`src/rtl/key_press_pulse_if.sv`:
```
`default_nettype none
// ============================================================================
//  Module   : key_press_pulse_if
//  Purpose  : Button level in, debounced event pulses and held level out.
//  Revision : 1.0  initial release
// ============================================================================
interface key_press_pulse_if;
    logic key_sync;
    logic press;
    logic rpt;
    logic release_pulse;
    logic held;

    modport master (
        output key_sync,
        input  press,
        input  rpt,
        input  release_pulse,
        input  held
    );

    modport slave (
        input  key_sync,
        output press,
        output rpt,
        output release_pulse,
        output held
    );
endinterface
`default_nettype wire

```
`src/rtl/key_press_pulse.sv`:
```
`default_nettype none
// ============================================================================
//  Module   : key_press_pulse
//  Purpose  : Debounces one synchronized button level into press / auto-repeat
//             / release pulses plus a debounced held level.
//  Revision : 1.0  initial release
// ============================================================================
module key_press_pulse #(
    parameter int DEBOUNCE_CYCLES = 4,
    parameter int REPEAT_EN       = 1,
    parameter int REPEAT_DELAY    = 16,
    parameter int REPEAT_PERIOD   = 8
) (
    input  logic               clk,
    input  logic               reset,
    key_press_pulse_if.slave   kp
);

    localparam int               c_DW    = $clog2(DEBOUNCE_CYCLES + 1);
    localparam logic [c_DW-1:0]  c_DLAST = c_DW'(DEBOUNCE_CYCLES - 1);
    localparam logic [c_DW-1:0]  c_DONE  = c_DW'(1);

    localparam logic [1:0] c_IDLE       = 2'd0;
    localparam logic [1:0] c_DB_PRESS   = 2'd1;
    localparam logic [1:0] c_PRESSED    = 2'd2;
    localparam logic [1:0] c_DB_RELEASE = 2'd3;

    logic            w_key;
    logic [1:0]      r_state;
    logic [c_DW-1:0] r_dcnt;
    logic            r_press;
    logic            r_release;
    logic            r_held;
    logic            w_rpt;

    assign w_key = kp.key_sync;

    always_ff @(posedge clk) begin
        if (reset) begin
            r_state   <= c_IDLE;
            r_dcnt    <= '0;
            r_press   <= 1'b0;
            r_release <= 1'b0;
            r_held    <= 1'b0;
        end else begin
            r_press   <= 1'b0;
            r_release <= 1'b0;
            case (r_state)
                c_IDLE: begin
                    if (w_key) begin
                        r_state <= c_DB_PRESS;
                        r_dcnt  <= c_DONE;
                    end
                end
                c_DB_PRESS: begin
                    if (!w_key) begin
                        r_state <= c_IDLE;
                        r_dcnt  <= '0;
                    end else if (r_dcnt == c_DLAST) begin
                        r_state <= c_PRESSED;
                        r_dcnt  <= '0;
                        r_press <= 1'b1;
                        r_held  <= 1'b1;
                    end else begin
                        r_dcnt <= r_dcnt + c_DONE;
                    end
                end
                c_PRESSED: begin
                    if (!w_key) begin
                        r_state <= c_DB_RELEASE;
                        r_dcnt  <= c_DONE;
                    end
                end
                c_DB_RELEASE: begin
                    if (w_key) begin
                        r_state <= c_PRESSED;
                        r_dcnt  <= '0;
                    end else if (r_dcnt == c_DLAST) begin
                        r_state   <= c_IDLE;
                        r_dcnt    <= '0;
                        r_release <= 1'b1;
                        r_held    <= 1'b0;
                    end else begin
                        r_dcnt <= r_dcnt + c_DONE;
                    end
                end
                default: begin
                    r_state <= c_IDLE;
                    r_dcnt  <= '0;
                end
            endcase
        end
    end

    generate
        if (REPEAT_EN != 0) begin : g_rpt
            localparam int c_RMAX = (REPEAT_DELAY > REPEAT_PERIOD) ? REPEAT_DELAY : REPEAT_PERIOD;
            localparam int c_RW   = $clog2(c_RMAX + 1);
            localparam logic [c_RW-1:0] c_DTGT = c_RW'(REPEAT_DELAY - 1);
            localparam logic [c_RW-1:0] c_PTGT = c_RW'(REPEAT_PERIOD - 1);
            localparam logic [c_RW-1:0] c_RONE = c_RW'(1);

            logic [c_RW-1:0] r_rcnt;
            logic            r_first;
            logic            r_rpt;
            logic [c_RW-1:0] w_target;

            // First repeat waits the long delay, later ones the period.
            assign w_target = r_first ? c_DTGT : c_PTGT;
            assign w_rpt    = r_rpt;

            // Timer only advances in PRESSED with key=1, so it freezes during release debounce.
            always_ff @(posedge clk) begin
                if (reset) begin
                    r_rcnt  <= '0;
                    r_first <= 1'b1;
                    r_rpt   <= 1'b0;
                end else begin
                    r_rpt <= 1'b0;
                    if (r_state == c_DB_PRESS && w_key && r_dcnt == c_DLAST) begin
                        r_rcnt  <= '0;
                        r_first <= 1'b1;
                    end else if (r_state == c_PRESSED && w_key) begin
                        if (r_rcnt == w_target) begin
                            r_rpt   <= 1'b1;
                            r_rcnt  <= '0;
                            r_first <= 1'b0;
                        end else begin
                            r_rcnt <= r_rcnt + c_RONE;
                        end
                    end
                end
            end
        end else begin : g_no_rpt
            assign w_rpt = 1'b0;
        end
    endgenerate

    assign kp.press         = r_press;
    assign kp.rpt           = w_rpt;
    assign kp.release_pulse = r_release;
    assign kp.held          = r_held;

endmodule
`default_nettype wire

```
`src/flat_wrapper.sv`:
```
// flat-port wrapper written by rule: the top's interface ports become plain ports
module key_press_pulse_flat 
#(
    parameter int DEBOUNCE_CYCLES = 4,
    parameter int REPEAT_EN       = 1,
    parameter int REPEAT_DELAY    = 16,
    parameter int REPEAT_PERIOD   = 8
)
  (clk, reset, kp_key_sync, kp_press, kp_rpt, kp_release_pulse, kp_held);
  key_press_pulse_if kp_i ();
  input  logic clk;
  input  logic reset;
  input wire logic [$bits(kp_i.key_sync)-1:0] kp_key_sync;
  output wire logic [$bits(kp_i.press)-1:0] kp_press;
  output wire logic [$bits(kp_i.rpt)-1:0] kp_rpt;
  output wire logic [$bits(kp_i.release_pulse)-1:0] kp_release_pulse;
  output wire logic [$bits(kp_i.held)-1:0] kp_held;
  assign kp_i.key_sync = kp_key_sync;
  assign kp_press = kp_i.press;
  assign kp_rpt = kp_i.rpt;
  assign kp_release_pulse = kp_i.release_pulse;
  assign kp_held = kp_i.held;
  key_press_pulse #(.DEBOUNCE_CYCLES(DEBOUNCE_CYCLES), .REPEAT_EN(REPEAT_EN), .REPEAT_DELAY(REPEAT_DELAY), .REPEAT_PERIOD(REPEAT_PERIOD)) u_core (.clk(clk), .reset(reset), .kp(kp_i));
endmodule
```
`config.mk`:
```
export PLATFORM = sky130hd
export DESIGN_NAME = key_press_pulse_flat
export DESIGN_NICKNAME = d
export VERILOG_FILES = /design/src/rtl/key_press_pulse_if.sv /design/src/rtl/key_press_pulse.sv /design/src/flat_wrapper.sv
export SDC_FILE = /design/constraint.sdc
export NUM_CORES = 1
export LEC_CHECK = 0
export BUFFER_PORTS_ARGS = -buffer_cell sky130_fd_sc_hd__clkbuf_2
export CAP_MARGIN = 15
export CORE_MARGIN = 8
export CORE_UTILIZATION = 45
export DETAILED_ROUTE_END_ITERATION = 6
export SYNTH_ARGS = -nofsm -noshare
export SYNTH_HDL_FRONTEND = slang
export SYNTH_SLANG_ARGS = --single-unit
export TNS_END_PERCENT = 10
```
`constraint.sdc`:
```
create_clock -name clk -period 2.6 [get_ports clk]
set_input_delay 0.13 -clock clk [delete_from_list [all_inputs] [get_ports clk]]
set_output_delay 0.13 -clock clk [all_outputs]
set_load 0.01 [all_outputs]
```
=== Yosys cells after proc, flatten, opt, wreduce, memory -nomap -nowiden ===
Cells that the tools add are included.

* Bitwise gates (word level): 4
* $add $sub $neg: 2
* Equal/unequal tests: 13
* Mux-type cells: 22
* Reductions and logical operators: 13

{| class="wikitable"
|+ Operator list
! cell !! count
|-
| 3-bit two-way mux || 5
|-
| 2-bit two-way mux || 6
|-
| 3-bit one-hot mux with 4 select lines || 1
|-
| 3-bit OR reduction || 3
|-
| 2-bit != test (second input constant) || 4
|-
| 2-bit one-hot mux with 4 select lines || 1
|-
| 1-bit two-way mux || 6
|-
| 3-bit by 2-bit != test with 1-bit output (second input constant) || 2
|-
| 5-bit by 1-bit adder with 5-bit output (second input constant) || 1
|-
| 5-bit equality test || 1
|-
| 5-bit two-way mux || 1
|-
| 5-bit AND reduction || 1
|-
| 2-bit equality test (second input constant) || 2
|-
| 4-bit two-way mux || 1
|-
| 2-bit by 1-bit != test with 1-bit output (second input constant) || 2
|-
| 1-bit inverter || 4
|-
| 2-bit AND reduction || 2
|-
| 4-bit AND reduction || 1
|-
| 3-bit by 1-bit adder with 3-bit output (second input constant) || 1
|-
| 3-bit by 2-bit equality test with 1-bit output (second input constant) || 1
|-
| 1-bit logical AND || 3
|-
| 2-bit by 1-bit equality test with 1-bit output (second input constant) || 1
|-
| 2-bit zero test || 1
|-
| 1-bit one-hot mux with 2 select lines || 1
|-
| other kinds (2) || 2
|}

* Word-level logic and storage cells: 62
* Register bits after elaboration: 15

=== Logic depth before layout (Yosys ltp) ===
Gate-level depths: netlist (run 1).

* Depth in word-level cells: 4
* Gate-level depth with buffers: 4

=== Worst setup path before layout (run 1) ===
OpenSTA, ideal clock, no wires.

* Kind: flip-flop to flip-flop
* Start point: register u_core.r_dcnt[0]
* End point: register u_core.g_rpt.r_rcnt[0]
* Stages on the path, launching flop included: 5
* Required time: 2467 ps
* Period minus slack after synthesis: 1189 ps
* Path slack: 1411 ps
* Arrival: 1056 ps
* Path through: dfxtp_1 ha_1 nand3b_1 o21bai_2 nor3_1

* Word-level cells in the longest chain between the ends: 3

{| class="wikitable"
|+ Ends and longest elaborated chain
! element !! RTL line !! RTL
|-
| start, declared || key_press_pulse.sv:30 || <nowiki>logic [c_DW-1:0] r_dcnt;</nowiki>
|-
| start signal, assigned || key_press_pulse.sv:52 || <nowiki>r_dcnt <= c_DONE;</nowiki>
|-
| start signal, assigned || key_press_pulse.sv:65 || <nowiki>r_dcnt <= r_dcnt + c_DONE;</nowiki>
|-
| start signal, assigned || key_press_pulse.sv:71 || <nowiki>r_dcnt <= c_DONE;</nowiki>
|-
| 3-bit by 2-bit equality test with 1-bit output || key_press_pulse.sv:120 || <nowiki>if (r_state == c_DB_PRESS && w_key && r_dcnt == c_DLAST) begin</nowiki>
|-
| 1-bit logical AND || key_press_pulse.sv:120 ||
|-
| 2-bit OR reduction (no source line) || - ||
|-
| end signal, assigned || key_press_pulse.sv:129 || <nowiki>r_rcnt <= r_rcnt + c_RONE;</nowiki>
|-
| end, declared || key_press_pulse.sv:103 || <nowiki>logic [c_RW-1:0] r_rcnt;</nowiki>
|}

Every way passes these cells.
A chain may end at the register's enable or synchronous reset.

=== Final worst setup path (run 1) ===
Ends and elaborated chain as after synthesis.

==> key figures, run 1 <==
Synthesis
  – Post-synthesis sequential area ratio: 43.4%
  – Cells after Synth: 68
  – Yosys reg bits: 15
  – Syn. warnings: 0
  – Post-Syn Nets: 73
  – Cell Area, Synth: 692 µm²
  – Avg Cell Area, Syn: 10.2 µm²
  – Library cells used by synthesis: 33

Placed design
  – GP Congestion: 0.794
  – Worst slack, placed: 1250 ps
  – Port-buffer cells: 6
  – Dpl hpwl: 779 µm
  – Placed insts: 86
  – Post-Place Cell Area: 708 µm²

Clock tree
  – Post-CTS sizing: 0
  – CTS Root Cell: clkbuf_4
  – Clock Latency Late Sink: 280 ps
  – TritonCTS clock tree: yes
  – CTS buffer count: 3
  – CTS Sinks: 15
  – CTS H-Tree Depth: 1
  – Reg clk slew, reported paths: 90 ps
  – Post-CTS setup buffers: 0
  – Clock buffer depth: 2
  – Number of buffers inserted by hold repair at cts: 0

GRT
  – Grt ovf: 0
  – Vias in the first global route: 485
  – First-pass GRT wire length: 1.99 mm
  – GRT Util Overall: 7.94%
  – Pin count of the biggest net entering global routing: 11
  – Initial antenna violation count: 0

Job
  – # Max-Cap Violations: 0

Timing
  – Final setup margin: 1250 ps
  – Worst slew pin tran: 397 ps
  – RSZ-0062 raised after global routing: false
  – Final Max Slew Viols: 0
  – Minimum clock period: 1350 ps
  – Final Hold Fails: 0
  – Max Fclk: 741 MHz
  – Max-slew headroom: 73.5%
  – Final Cycle Share: 51.9%
  – # setup viols final: 0
  – Hold WS: 134 ps
  – Clock Skews: 3.14 ps
  – Setup TNS: 0 ps

Finish
  – Fin area: 736 µm²
  – Layout cells sized above 1: 23.0%
  – Non-filler instance count after layout: 90
  – Final net count: 80
  – Layout fillers: 155
  – Area Growth Syn to Fin: 6.33%
  – Post-layout util: 50.0%
  – ANT cells: 0

Routing
  – 1st-iter DRT viols: 1
  – Vias: 490
  – DRC viols: 0
  – First-pass iteration count of the detailed router: 4
  – Final wirelength: 1.12 mm
  – Vias per cell: 5.44
  – Routed WL per cell: 12.4 µm
  – Antenna-violating nets left: 0

Worst setup path
  – Top delay family on crit path: compound AO/OA/AOI/OAI gates
  – Critical-path top delay cell: o21bai_2
  – Critical path startpoint category: flop
  – Crit Path Max Fanout: 7
  – Critical Path RT: 2760 ps
  – CP endpoint kind: flop
  – CP Class: flop to flop
  – CP arrival: 1510 ps
  – Critical-path cell list: ha_1 -> nand3b_1 -> o21bai_2 -> nor3_1
  – WP buf/inv: 0
  – CP peak stage delay: 410 ps

Power
  – Sequential power share: 60.6%
  – Sw Ratio: 23.5%
  – Sw power: 0.0919 mW
  – Power, Total: 0.391 mW
  – Clk pwr share: 34.2%
  – Cell-internal power: 0.299 mW
  – Worst VDD drop: 0.000241 V
  – PwrDens: 531 nW/µm²
  – Combinational power share: 5.2%
  – P_leak: 0.281 nW

Floorplan
  – Die Area: 3050 µm²
  – Initial Utilization: 47.0%
  – I/O Pins: 7
  – Site Rows: 14
  – Die Wd: 55.2 µm
  – DIE HEIGHT: 55.2 µm
  – Core area: 1470 µm²

Status
  – Status: completed

Worst hold path
  – HP Class: input port to flop
==> cells in the final DEF (no fill, tap or decap), types with 2 or more instances in the layout <==
cell / Yosys / final
nand3b_1: 4 / 4
nand2b_1: 3 / 3
xor2_1: 3 / 3
ha_1: 2 / 2
nand2_1: 2 / 2
clkbuf_2: 0 / 6
nand4_1: 2 / 2
nor3_1: 3 / 3
a21oi_1: 5 / 5
clkbuf_4: 0 / 3
xnor2_1: 2 / 2
nor2_1: 4 / 4
dfxtp_1: 15 / 15
==> final cells by class <==
type                    count  area, µm²  area share [%]
clock buffers               3       22.5            3.06
multi-input cells          48        354            48.1
inverters                   1       3.75           0.510
clock inverters             1       5.00           0.680
well taps                  16       20.0            2.72
flip-flops and latches     15        300            40.8
repair buffers              6       30.0            4.08
==> flip-flops by register name, indices dropped and copies added (netlist names), named ones only <==
signal,count
u_core.g_rpt.r_first,1
u_core.g_rpt.r_rcnt,5
u_core.kp.held,1
u_core.kp.press,1
u_core.kp.release_pulse,1
u_core.kp.rpt,1
u_core.r_dcnt,3
u_core.r_state,1
==> synthesized netlist by cell type (all sizes together) <==
master	n	area (µm²)
dfxtp	15	300
nand2b	3	18.8
o21bai	1	11.3
a31o	1	8.76
a31oi	1	6.26
a2111oi	1	8.76
xor2	3	26.3
nand3	1	5.00
nor2b	1	13.8
and4	2	20.0
nor2	4	15.0
nand4b	1	8.76
a21o	1	7.51
nand2	2	7.51
and4b	1	13.8
or2	1	6.26
xnor2	2	17.5
inv	1	3.75
o22ai	1	6.26
nor4	1	12.5
clkbuf	1	3.75
nand4	2	12.5
nor4b	1	8.76
mux2i	1	10.0
ha	2	25.0
a21oi	5	25.0
and3b	1	8.76
buf	3	30.0
o21ai	1	5.00
nand3b	4	30.0
nor3	3	15.0
==> final timing paths <==
path	endpoint	cells past startpoint	slack, ps	start
setup / recovery	u_core.g_rpt.r_rcnt[0]	4	1250	u_core.r_dcnt[0]
hold / removal	flop	2	130	reset
setup reg to reg	u_core.g_rpt.r_rcnt[0]	4	1250	u_core.r_dcnt[0]
hold reg to reg	u_core.r_dcnt[2]	2	470	u_core.r_dcnt[2]
==> power groups by stage <==
| stage | Combinational (mW) | Clock, mW | Sequential [mW] |
|---|---|---|---|
| floorplan | 0.0196 | 0 | 0.241 |
| global placement | 0.0206 | 0 | 0.242 |
| detailed placement | 0.0205 | 0 | 0.242 |
| CTS | 0.0207 | 0.141 | 0.237 |
| global route | 0.0235 | 0.151 | 0.238 |
| finish | 0.0205 | 0.134 | 0.237 |
==> cell families after synthesis <==
logic type / count (synthesis) / synth area share (%)
AO/OA/AOI/OAI: 12 / 11.4
XOR/XNOR: 5 / 6.33
adder cells (fa/ha/maj): 2 / 3.62
multiplexers: 1 / 1.45
buffers and inverters: 5 / 5.42
AND/OR/NAND/NOR: 28 / 28.4
flip-flops: 15 / 43.4
==> per-layer routing <==
metal	vias up	GRT usage [%]	wire length, µm
met5	-	0	0
met4	0	7.39	16
met2	8	10.3	423
met1	221	9.29	604
li1	259	-	-
met3	2	3.65	72
Power figures use the tool's default switching activity.
==> run 2: changes to the inputs <==
--- a/config.mk
+++ b/config.mk
@@ -5,11 +5,13 @@
 export SDC_FILE = /design/constraint.sdc
 export NUM_CORES = 1
 export LEC_CHECK = 0
+export ABC_AREA = 1
 export BUFFER_PORTS_ARGS = -buffer_cell sky130_fd_sc_hd__clkbuf_2
 export CAP_MARGIN = 15
 export CORE_MARGIN = 8
 export CORE_UTILIZATION = 45
 export DETAILED_ROUTE_END_ITERATION = 6
+export PLACE_DENSITY = 0.66
 export SYNTH_ARGS = -nofsm -noshare
 export SYNTH_HDL_FRONTEND = slang
 export SYNTH_SLANG_ARGS = --single-unit
==> constraint.sdc (replaced) <==
create_clock -name clk -period 1.1 [get_ports clk]
set_input_delay 0.055 -clock clk [delete_from_list [all_inputs] [get_ports clk]]
set_output_delay 0.055 -clock clk [all_outputs]
set_load 0.01 [all_outputs]
==> run 2 against run 1 <==
Against the previous run:
- largest power group unchanged
- final cell count up 34%
- die area down 5.7%
- first-iteration DRC count rose to 5.0 times the previous value
- sequential power up 130%
- cell area up 18%
- fmax up 20%
- critical path depth up 4
- utilization up 16 points
- clock power up 140%
- worst hold slack better by 0.88 ps
- the flow now finishes with violations (setup timing)
- clock-buffer cell count unchanged
- power up 140%
==> key figures, run 2 <==
GRT
  – Grt ovf: 0 (unchanged)
  – Pin count of the biggest net entering global routing: 10 (-1)
  – Vias in the first global route: 594 (+22%)
  – GRT Util Overall: 11.5% (+3.6 points)
  – Initial antenna violation count: 0 (unchanged)
  – First-pass GRT wire length: 2.40 mm (+21%)

Synthesis
  – Cells after Synth: 84 (+24%)
  – Most frequent cells after synthesis: nand2_1, dfxtp_1, nor2_1
  – Post-synthesis sequential area ratio: 47.2% (+3.8 points)
  – Cell Area, Synth: 637 µm² (-8.0%)
  – Library cells used by synthesis: 18 (-45%)
  – Post-synth top flop: dfxtp_1
  – Post-synth top area share: 47.2% (+3.8 points)
  – Count leader, synth: nand2_1
  – Avg Cell Area, Syn: 7.58 µm² (-25%)
  – Largest area contributor in the netlist: dfxtp_1
  – Syn. warnings: 0 (unchanged)
  – Post-synth EDFFs: 0 (unchanged)
  – Yosys reg bits: 15 (unchanged)
  – Post-Syn Nets: 89 (+22%)
  – Ys async rst share: 0% (unchanged)
  – Synth area leaders: dfxtp_1, nand2_1, nor2_1

Timing
  – Clock Skews: 0.919 ps (-2.22 ps)
  – # setup viols final: 3 (+3)
  – Final Cycle Share: 102% (+50 points)
  – Max Fclk: 890 MHz (+20%)
  – Worst slew pin tran: 199 ps (-198 ps)
  – RSZ-0062 raised after global routing: true
  – Max-slew headroom: 86.7% (+13 points)
  – Minimum clock period: 1120 ps (-226 ps)
  – Final Max Slew Viols: 0 (unchanged)
  – Final setup margin: -23.5 ps (-1270 ps)
  – Final Hold Fails: 0 (unchanged)

Power
  – Worst VDD drop: 0.000806 V (+240%)
  – Clk pwr share: 34.0% (-0.2 points)
  – P_leak: 0.364 nW (+29%)
  – Cell-internal power: 0.716 mW (+140%)
  – Sw power: 0.230 mW (+150%)
  – Sequential power share: 58.6% (-2.0 points)
  – Sw Ratio: 24.3% (+0.77 points)
  – PwrDens: 1090 nW/µm² (+100%)
  – Power, Total: 0.946 mW (+140%)
  – Combinational power share: 7.4% (+2.2 points)

Routing
  – First-pass iteration count of the detailed router: 5 (+1)
  – Vias: 604 (+23%)
  – Top layer in use: met4
  – Wl on met1: 593 µm (-1.8%)
  – Final wirelength: 1.39 mm (+25%)
  – Met2 wire len: 690 µm (+63%)
  – Antenna-violating nets left: 0 (unchanged)
  – 1st-iter DRT viols: 5 (+4)
  – Routed WL per cell: 11.5 µm (-7.3%)
  – Vias per cell: 4.99 (-8.3%)
  – DRC viols: 0 (unchanged)
  – Met3 Routed Length: 62 µm (-14%)

Worst setup path
  – CP Class: flop to flop
  – Critical Path Most Common Cell: inv_2
  – CP peak stage delay: 340 ps (-70 ps)
  – Critical Path RT: 1290 ps (-1470 ps)
  – CP arrival: 1320 ps (-190 ps)
  – WP buf/inv: 2 (+2)
  – Critical-path cell list: ha_1 -> inv_2 -> nor2_4 -> nand3_2 -> nand2_4 -> inv_2 -> nand2_2 -> nor2_1
  – Crit Path Max Fanout: 4 (-3)
  – Critical path startpoint category: flop
  – Critical-path top delay cell: dfxtp_2
  – Top delay family on crit path: simple AND/OR/NAND/NOR gates
  – CP endpoint kind: flop

Finish
  – Area Growth Syn to Fin: 36.7%
  – Most common cell after layout, fill and taps aside: nand2_1
  – Reg with most FFs: u_core.g_rpt.r_rcnt
  – ANT cells: 0 (unchanged)
  – Final net count: 112 (+40%)
  – Largest register FFs: 5 (unchanged)
  – Layout cells sized above 1: 41.5% (+19 points)
  – Commonest cells after routing, fill and taps aside: nand2_1, buf_4, dfxtp_1
  – Fin area: 871 µm² (+18%)
  – Largest regs: u_core.g_rpt.r_rcnt: 5 flops, u_core.r_dcnt: 3 flops

Floorplan
  – Site Rows: 13 (-1)
  – Die Area: 2880 µm² (-5.7%)
  – Core area: 1320 µm² (-10%)
  – Initial Utilization: 48.3% (+1.3 points)
  – Die Wd: 53.6 µm (-2.9%)
  – DIE HEIGHT: 53.6 µm (-2.9%)
  – I/O Pins: 7 (unchanged)

Clock tree
  – CTS H-Tree Depth: 1 (unchanged)
  – Clock buffer depth: 2 (unchanged)
  – Clock Latency Late Sink: 290 ps (about the same)
  – Reg clk slew, reported paths: 90 ps (about the same)
  – CTS buffer count: 3 (unchanged)
  – TritonCTS clock tree: yes
  – CTS Root Cell: clkbuf_4
  – CTS Sinks: 15 (unchanged)

Worst hold path
  – HP Class: input port to flop

Status
  – Violated checks: setup timing
  – Status: finished with violations

Placed design
  – Port-buffer cells: 6 (unchanged)
  – Post-Place Cell Area: 763 µm² (+7.8%)
  – GP Congestion: 0.759 (-4.4%)
  – Worst slack, placed: -61.2 ps (-1310 ps)
  – Dpl hpwl: 1.02 mm (+31%)

Job
  – # Max-Cap Violations: 0 (unchanged)
[run 2: worst register-to-register path: cells and delay by family (launching register included)]
family / cells / cell delay [ps]
adders and majority gates: 1 / 150
buffers and inverters: 2 / 90
DFF: 1 / 340
and+or+nand+nor: 5 / 440
[run 2: repair_timing]
item	CTS	global route
setup buffers	0	0
pin swaps	1	4
endpoints found under the hold margin	3	0
gates resized for setup	9	11
gates cloned	0	0
hold buffers	2	0
endpoints found under the setup margin	6	12
[run 2: cell families (layout without fill, tap and decap cells)]
logic type               count (synthesis)  in the layout  synth area share, %
AO/OA/AOI/OAI                            7              7                 5.50
XOR/XNOR                                 3              3                 4.13
adder cells (fa/ha/maj)                  2              2                 3.93
buffers and inverters                    9             31                 5.31
flip-flops                              15             15                 47.2
AND/OR/NAND/NOR                         48             48                 34.0
[run 2: path summary, 6_finish.rpt]
kind                                          endpoint  cells past startpoint  slack, ps                 start
worst max-delay path            u_core.g_rpt.r_rcnt[3]                      8        -20      u_core.r_dcnt[0]
worst min-delay path                              flop                      4        140                 reset
worst max register to register  u_core.g_rpt.r_rcnt[3]                      8        -20      u_core.r_dcnt[0]
worst min register to register    u_core.g_rpt.r_first                      2        480  u_core.g_rpt.r_first
[run 2: routing by layer]
layer / track usage, % / vias to the layer above
li1: - / 314
met1: 11.1 / 271
met2: 19.9 / 14
met3: 3.86 / 5
met4: 8.82 / 0
met5: 0 / -
[run 2: power by group through the flow]
| stage | Clock (mW) | Sequential, mW | Combinational (mW) |
|---|---|---|---|
| final | 0.322 | 0.554 | 0.0702 |
| after CTS | 0.333 | 0.554 | 0.0676 |
| after global placement | 0 | 0.565 | 0.0567 |
| after detailed placement | 0 | 0.566 | 0.0576 |
| after floorplan | 0 | 0.566 | 0.0297 |
| after global routing | 0.354 | 0.556 | 0.0775 |
[run 2: layout make-up]
type | instances | area [µm²]
clock buffers | 3 | 22.5
well taps | 15 | 18.8
fillers | 112 | 447
flip-flops and latches | 15 | 307
clock inverters | 1 | 5.00
multi-input cells | 60 | 359
inverters | 9 | 33.8
repair buffers | 18 | 125
[run 2: metrics by stage]
step | setup TNS, ps | cells | utilization (%) | hold slack [ps]
3_5_place_dp | -202 | 115 | 57.9 | 296
6_report | -67.1 | 121 | 66.1 | 135
2_1_floorplan | 0 | 84 | - | 124
4_1_cts | -21.8 | 121 | 63.7 | 111
3_3_place_gp | -63.1 | 115 | 57.9 | 293
5_1_grt | -406 | 121 | 66.1 | 140
